===== src/rtl/uart_cmd_controller_pkg.sv =====
// Shared state codes, opcodes and reply codes for the UART command controller.
package uart_cmd_controller_pkg;

    typedef enum logic [3:0] {
        ST_IDLE    = 4'd0,
        ST_COLLECT = 4'd1,
        ST_PARSE   = 4'd2,
        ST_TX_WAIT = 4'd3,
        ST_TX_ACK  = 4'd4
    } state_t;

    localparam logic [7:0] OP_PING     = 8'hF0;
    localparam logic [7:0] OP_EN       = 8'hA0;
    localparam logic [7:0] OP_DIS      = 8'hB0;
    localparam logic [7:0] OP_STATUS   = 8'hC0;
    localparam logic [7:0] OP_ALL_ON   = 8'hFA;
    localparam logic [7:0] OP_ALL_OFF  = 8'hFB;

    localparam logic [7:0] RPL_TIMEOUT  = 8'hEC;
    localparam logic [7:0] RPL_BAD_CH   = 8'hED;
    localparam logic [7:0] RPL_MISMATCH = 8'hEE;
    localparam logic [7:0] RPL_UNKNOWN  = 8'hEF;

endpackage


===== src/rtl/uart_cmd_controller_frame_collector.sv =====
// Gathers REPEAT identical bytes into one frame: byte count, compare and inter-byte timer.
module cmd_frame_collector
    import uart_cmd_controller_pkg::*;
#(
    parameter int unsigned REPEAT      = 2,
    parameter int unsigned TIMEOUT_CYC = 100000
) (
    input  logic       clock,
    input  logic       reset,
    input  state_t     i_state,
    input  logic       i_rx_ready,
    input  logic [7:0] i_rx_data,
    output logic       o_frame_valid_c,
    output logic [7:0] o_frame_byte,
    output logic       o_mismatch,
    output logic       o_timeout_c
);

    localparam int unsigned CNT_W = $clog2(REPEAT + 1);
    localparam int unsigned TMR_W = $clog2(TIMEOUT_CYC);

    logic [CNT_W-1:0] r_count;
    logic [TMR_W-1:0] r_timer;
    logic [7:0]       r_first;
    logic             r_mismatch;
    logic             w_collect;
    logic             w_tmr_done;

    assign w_collect  = (i_state == ST_COLLECT);
    assign w_tmr_done = (r_timer == TMR_W'(TIMEOUT_CYC - 1));

    // Timeout wins over a byte arriving in the same cycle.
    assign o_timeout_c     = w_collect && w_tmr_done;
    assign o_frame_valid_c = w_collect && i_rx_ready && !w_tmr_done &&
                             (r_count == CNT_W'(REPEAT - 1));
    assign o_frame_byte    = r_first;
    assign o_mismatch      = r_mismatch;

    // Count, compare and time bytes; everything clears on entry to COLLECT.
    always_ff @(posedge clock) begin
        if (reset) begin
            r_count    <= '0;
            r_timer    <= '0;
            r_first    <= 8'h00;
            r_mismatch <= 1'b0;
        end else if (i_state == ST_IDLE && i_rx_ready) begin
            r_first    <= i_rx_data;
            r_count    <= CNT_W'(1);
            r_timer    <= '0;
            r_mismatch <= 1'b0;
        end else if (w_collect && !w_tmr_done) begin
            if (i_rx_ready) begin
                if (i_rx_data != r_first) begin
                    r_mismatch <= 1'b1;
                end
                r_count <= r_count + CNT_W'(1);
                r_timer <= '0;
            end else begin
                r_timer <= r_timer + TMR_W'(1);
            end
        end
    end

endmodule


===== src/rtl/uart_cmd_controller.sv =====
// Command controller: validates repeated-byte frames, drives channel enables, replies over UART.
module uart_cmd_controller
    import uart_cmd_controller_pkg::*;
#(
    parameter int unsigned NUM_CH      = 4,
    parameter int unsigned REPEAT      = 2,
    parameter int unsigned TIMEOUT_CYC = 100000
) (
    input  logic              clock,
    input  logic              reset,
    input  logic              uart_rx_ready,
    input  logic [7:0]        uart_rx_data,
    input  logic              uart_idle,
    output logic              uart_tx_sig,
    output logic [7:0]        uart_tx_data,
    input  logic              SW1,
    output logic              r2t_delay,
    output logic [NUM_CH-1:0] rom_en,
    output logic [3:0]        LED,
    output logic [7:0]        tp
);

    state_t            r_state, w_state_n;
    logic [NUM_CH-1:0] r_rom_en, w_rom_en_n;
    logic              r_tx_sig, w_tx_sig_n;
    logic [7:0]        r_tx_data, w_tx_data_n;
    logic [7:0]        r_reply0, w_reply0_n;
    logic [7:0]        r_reply1, w_reply1_n;
    logic              r_two, w_two_n;
    logic              r_drop, r_tout;
    logic              w_frame_valid, w_mismatch, w_timeout, w_drop;
    logic [7:0]        w_frame_byte;

    cmd_frame_collector #(
        .REPEAT      (REPEAT),
        .TIMEOUT_CYC (TIMEOUT_CYC)
    ) u_collector (
        .clock           (clock),
        .reset           (reset),
        .i_state         (r_state),
        .i_rx_ready      (uart_rx_ready),
        .i_rx_data       (uart_rx_data),
        .o_frame_valid_c (w_frame_valid),
        .o_frame_byte    (w_frame_byte),
        .o_mismatch      (w_mismatch),
        .o_timeout_c     (w_timeout)
    );

    assign w_drop = uart_rx_ready &&
                    (r_state == ST_PARSE || r_state == ST_TX_WAIT || r_state == ST_TX_ACK);

    // State register.
    always_ff @(posedge clock) begin
        if (reset) r_state <= ST_IDLE;
        else       r_state <= w_state_n;
    end

    // Next state, reply selection and channel-enable updates.
    always_comb begin
        w_state_n   = r_state;
        w_rom_en_n  = r_rom_en;
        w_tx_sig_n  = 1'b0;
        w_tx_data_n = r_tx_data;
        w_reply0_n  = r_reply0;
        w_reply1_n  = r_reply1;
        w_two_n     = r_two;
        case (r_state)
            ST_IDLE: begin
                if (uart_rx_ready) w_state_n = ST_COLLECT;
            end
            ST_COLLECT: begin
                if (w_timeout) begin
                    w_reply0_n = RPL_TIMEOUT;
                    w_two_n    = 1'b0;
                    w_state_n  = ST_TX_WAIT;
                end else if (w_frame_valid) begin
                    w_state_n = ST_PARSE;
                end
            end
            ST_PARSE: begin
                w_state_n = ST_TX_WAIT;
                w_two_n   = 1'b0;
                if (w_mismatch) begin
                    w_reply0_n = RPL_MISMATCH;
                end else if (w_frame_byte == OP_PING) begin
                    w_reply0_n = OP_PING;
                end else if (w_frame_byte[7:4] == OP_EN[7:4] ||
                             w_frame_byte[7:4] == OP_DIS[7:4]) begin
                    if (32'(w_frame_byte[3:0]) < NUM_CH) begin
                        for (int i = 0; i < int'(NUM_CH); i++) begin
                            if (w_frame_byte[3:0] == 4'(i)) begin
                                w_rom_en_n[i] = (w_frame_byte[7:4] == OP_EN[7:4]);
                            end
                        end
                        w_reply0_n = w_frame_byte;
                    end else begin
                        w_reply0_n = RPL_BAD_CH;
                    end
                end else if (w_frame_byte == OP_STATUS) begin
                    // Status snapshot is frozen here for the whole two-byte reply.
                    w_reply0_n = OP_STATUS;
                    w_reply1_n = 8'(r_rom_en);
                    w_two_n    = 1'b1;
                end else if (w_frame_byte == OP_ALL_ON) begin
                    w_rom_en_n = '1;
                    w_reply0_n = OP_ALL_ON;
                end else if (w_frame_byte == OP_ALL_OFF) begin
                    w_rom_en_n = '0;
                    w_reply0_n = OP_ALL_OFF;
                end else begin
                    w_reply0_n = RPL_UNKNOWN;
                end
            end
            ST_TX_WAIT: begin
                if (uart_idle) begin
                    w_tx_sig_n  = 1'b1;
                    w_tx_data_n = r_reply0;
                    if (r_two) begin
                        w_reply0_n = r_reply1;
                        w_two_n    = 1'b0;
                        w_state_n  = ST_TX_ACK;
                    end else begin
                        w_state_n = ST_IDLE;
                    end
                end
            end
            ST_TX_ACK: begin
                if (!uart_idle) w_state_n = ST_TX_WAIT;
            end
            default: w_state_n = ST_IDLE;
        endcase
    end

    // Registered outputs and reply buffer.
    always_ff @(posedge clock) begin
        if (reset) begin
            r_rom_en  <= '0;
            r_tx_sig  <= 1'b0;
            r_tx_data <= 8'h00;
            r_reply0  <= 8'h00;
            r_reply1  <= 8'h00;
            r_two     <= 1'b0;
            r_drop    <= 1'b0;
            r_tout    <= 1'b0;
        end else begin
            r_rom_en  <= w_rom_en_n;
            r_tx_sig  <= w_tx_sig_n;
            r_tx_data <= w_tx_data_n;
            r_reply0  <= w_reply0_n;
            r_reply1  <= w_reply1_n;
            r_two     <= w_two_n;
            r_drop    <= w_drop;
            r_tout    <= w_timeout;
        end
    end

    assign uart_tx_sig  = r_tx_sig;
    assign uart_tx_data = r_tx_data;
    assign rom_en       = r_rom_en;
    assign r2t_delay    = SW1;
    assign LED          = r_state;
    assign tp           = {r_tout, r_drop, r_tx_sig, uart_rx_ready, r_state};

endmodule


===== config.mk =====
export PLATFORM = sky130hd
export DESIGN_NAME = uart_cmd_controller
export DESIGN_NICKNAME = d
export VERILOG_FILES = /design/src/rtl/uart_cmd_controller_pkg.sv /design/src/rtl/uart_cmd_controller_frame_collector.sv /design/src/rtl/uart_cmd_controller.sv
export SDC_FILE = /design/constraint.sdc
export NUM_CORES = 1
export LEC_CHECK = 0
export ABC_CLOCK_PERIOD_IN_PS = 1900
export CAP_MARGIN = 20
export CORE_MARGIN = 10
export CORE_UTILIZATION = 25
export CTS_BUF_LIST = sky130_fd_sc_hd__clkbuf_8
export CTS_CLUSTER_DIAMETER = 30
export DETAILED_ROUTE_END_ITERATION = 10
export DONT_BUFFER_PORTS = 1
export GPL_TIMING_DRIVEN = 0
export PLACE_DENSITY = 0.49
export RECOVER_POWER = 25
export SETUP_SLACK_MARGIN = 0.5
export SLEW_MARGIN = 10
export SYNTH_ARGS = -nofsm -noshare
export SYNTH_HDL_FRONTEND = slang
export SYNTH_SLANG_ARGS = --single-unit

===== constraint.sdc =====
create_clock -name clock -period 1.9 [get_ports clock]
set_clock_uncertainty 0.05 [all_clocks]
set_input_delay 0.38 -clock clock [delete_from_list [all_inputs] [get_ports clock]]
set_output_delay 0.38 -clock clock [all_outputs]
set_load 0.005 [all_outputs]

==> impl_metrics.ini <==
[critical_path]
start_kind = flop
required_ps = 2130
setup.worst_path.class = reg -> reg
arrival_ps = 1950
cp_max_fo = 10
end_kind = flop

[placement]
place_congestion = 0.7891
place_area_um2 = 3312
io_buffers = 0
dp_cells = 504
dp_hpwl_um = 6072

[grt]
grt.total_usage = 0.1044
gr-total-overflow = 0
grt_pass1_vias = 2653
grt_first_pass_wirelength_um = 13730
antenna_found_initial = 0
grt_max_degree = 12

[detailed_routing]
drc = 0
antenna_left = 0
drt_iter0_drc = 145
wire_per_inst_um = 15.62
wirelength_um = 8859
vias = 2776
vias_per_cell = 4.896
drtPass1Iterations = 6

[outcome]
status = completed

[synth]
yosysUniqueCellTypes = 66
synthesis.area_um2 = 2977
syn_avg_cell_area_um2 = 8.268
ys_ff_latch = 59
synth_cells = 360
synth_top_cell_area_share = 0.3968
synth-main-ff-cell = dfxtp_1
synth_area_leaders = dfxtp_1 (40%), nand2_1 (7.4%), a21oi_1 (5.7%)
synth.largest_area_cell = dfxtp_1
async_reset_ff_frac = 0
yosysWarnings = 0
synth_edf_count = 0
ys_seq_area_frac = 0.3968

[floorplanning]
die_w_um = 129.1
initial_core_util = 0.2585
die_h_um = 129.1
die-area_um2 = 16670
row_count = 39
coreArea_um2 = 11520
ioPinCount = 39

[sta]
min_period_ps = 1723
slew_headroom = 0.5240
period_share = 0.9067
timing.fmax_mhz = 580.5
tightest_slew_ps = 714.0
setup_tns_ps = 0
hold_viol = 0
rsz0062_at_grt = true
report.final.setup_viol = 0
slew_viol_final = 0

[cells_and_area]
final_cell_area_um2 = 4292
mostFrequentLayoutCell = dfxtp_1
fillers = 1143
layout_common_cells = dfxtp_1 (47), nand2_1 (38), buf_4 (37)
nNetsFinal = 434
diodes = 0
area_growth_pct = 44.18
drive_gt1_frac = 0.4104
instances_no_fill = 567

[flow_run]
maxCapViolations = 0

[clocking]
clk_pin_slew_ps = 80
cts_made_buffers = 9
cts_sinks = 59
clockRootBuffer = clkbuf_8
cts_max_level = 3
cts_tree = built
insertion_delay_ps = 350
hold_buffers = 0
cts_max_path_buffers = 2

[worst_hold_path]
min_path_type = in -> reg

[pwr]
p_leak_nw = 1.624
ir_worst_vdd_v = 0.0003851
cellPowerDensity_nw_per_um2 = 737.1
power_mw = 3.163
## synth_stat cells, drive strengths merged, types with 2 or more instances
cell / n
a211oi: 2
o221ai: 2
ha: 2
buf: 17
o22ai: 2
xor2: 16
and3: 4
nand3b: 3
xnor2: 2
dfxtp: 59
o211ai: 3
clkbuf: 9
o41ai: 2
o21ai: 12
nor3b: 2
inv: 9
o311ai: 2
or3: 2
nand2: 60
a31oi: 4
a21oi: 35
nor4: 6
nor3: 9
nor4b: 2
nand3: 13
nor2: 37
mux2i: 7
o21a: 3
a32o: 2
nand4: 6
nand2b: 4
## final cells by class
cell class	instances	area (um^2)	area share
Timing Repair Buffer	46	417.9	0.09738
Clock buffer	9	123.9	0.02886
Buffer	26	212.7	0.04956
Tap cell	143	178.9	0.04169
Multi-Input combinational cell	268	2047	0.4770
Clock inverter	7	68.82	0.01603
Sequential cell	59	1209	0.2816
Inverter	9	33.78	0.007872
## per-layer routing
layer,routed length [um],global-route usage,share of wire
met1,3981,0.1264,0.45
met2,4038,0.1588,0.46
met3,626,0.04119,0.071
met4,212,0.05017,0.024
met5,0,0,0
## through the flow
step                      hold slack (ps)  setup slack, ps    util
after floorplan                     378.7            328.7       -
after global placement              396.5            1.229  0.2876
after detailed placement            401.4           -31.73  0.2876
after CTS                           85.74            189.0  0.3380
after global routing                83.55            65.09  0.3727
final                               98.38            177.2  0.3727
## worst max-delay path: stages, from the launching register on
cell	delay [ps]
dfxtp_1	360
buf_6	180
nor3b_4	310
nand2_2	180
o21ai_2	230
o2111ai_1	190
a21oi_1	160
## final timing paths
kind                                      start                          end  slack (ps)  cells after the start
worst max-delay path                     LED[2]                  r_reply0[1]         180                      6
worst min-delay path            uart_rx_data[0]  u_collector.o_frame_byte[0]         100                      2
worst max register to register           LED[2]                  r_reply0[1]         180                      6
worst min register to register      r_reply0[1]              uart_tx_data[1]         410                      2
## power breakdown
| group | switching, mW | leakage, nW | internal [mW] | total (mW) |
|---|---|---|---|---|
| Sequential | 0.0471 | 0.485 | 1.28 | 1.32 |
| Combinational | 0.363 | 1.04 | 0.331 | 0.694 |
| Clock | 0.546 | 0.0950 | 0.600 | 1.15 |
## sequential cells by signal, summed over array words and instances (netlist names)
signal and count:
r_reply0 8, r_reply1 4, uart_tx_sig 1, rom_en 4, r_tout 1, u_collector.o_frame_byte 8, LED 3, u_collector.o_mismatch 1
r_two 1, u_collector.r_count 2, r_drop 1, uart_tx_data 8, u_collector.r_timer 17
## timing repair
item	CTS	global route
cloned	1	1
gates resized for setup	51	66
pin swaps	14	38
endpoints found under the setup margin	59	58
buffers inserted	26	19
## logic make-up after synthesis
kind of cell / after synthesis / synth area share
AOI/OAI and AO/OA: 81 / 0.1761
and+or+nand+nor: 156 / 0.2774
buffers and inverters: 35 / 0.05969
adders and majority gates: 2 / 0.008406
xor gates and xnor gates: 18 / 0.05296
muxes: 8 / 0.02732
other: 1 / 0.001260
DFF: 59 / 0.3968
Power figures use the tool's default switching activity.
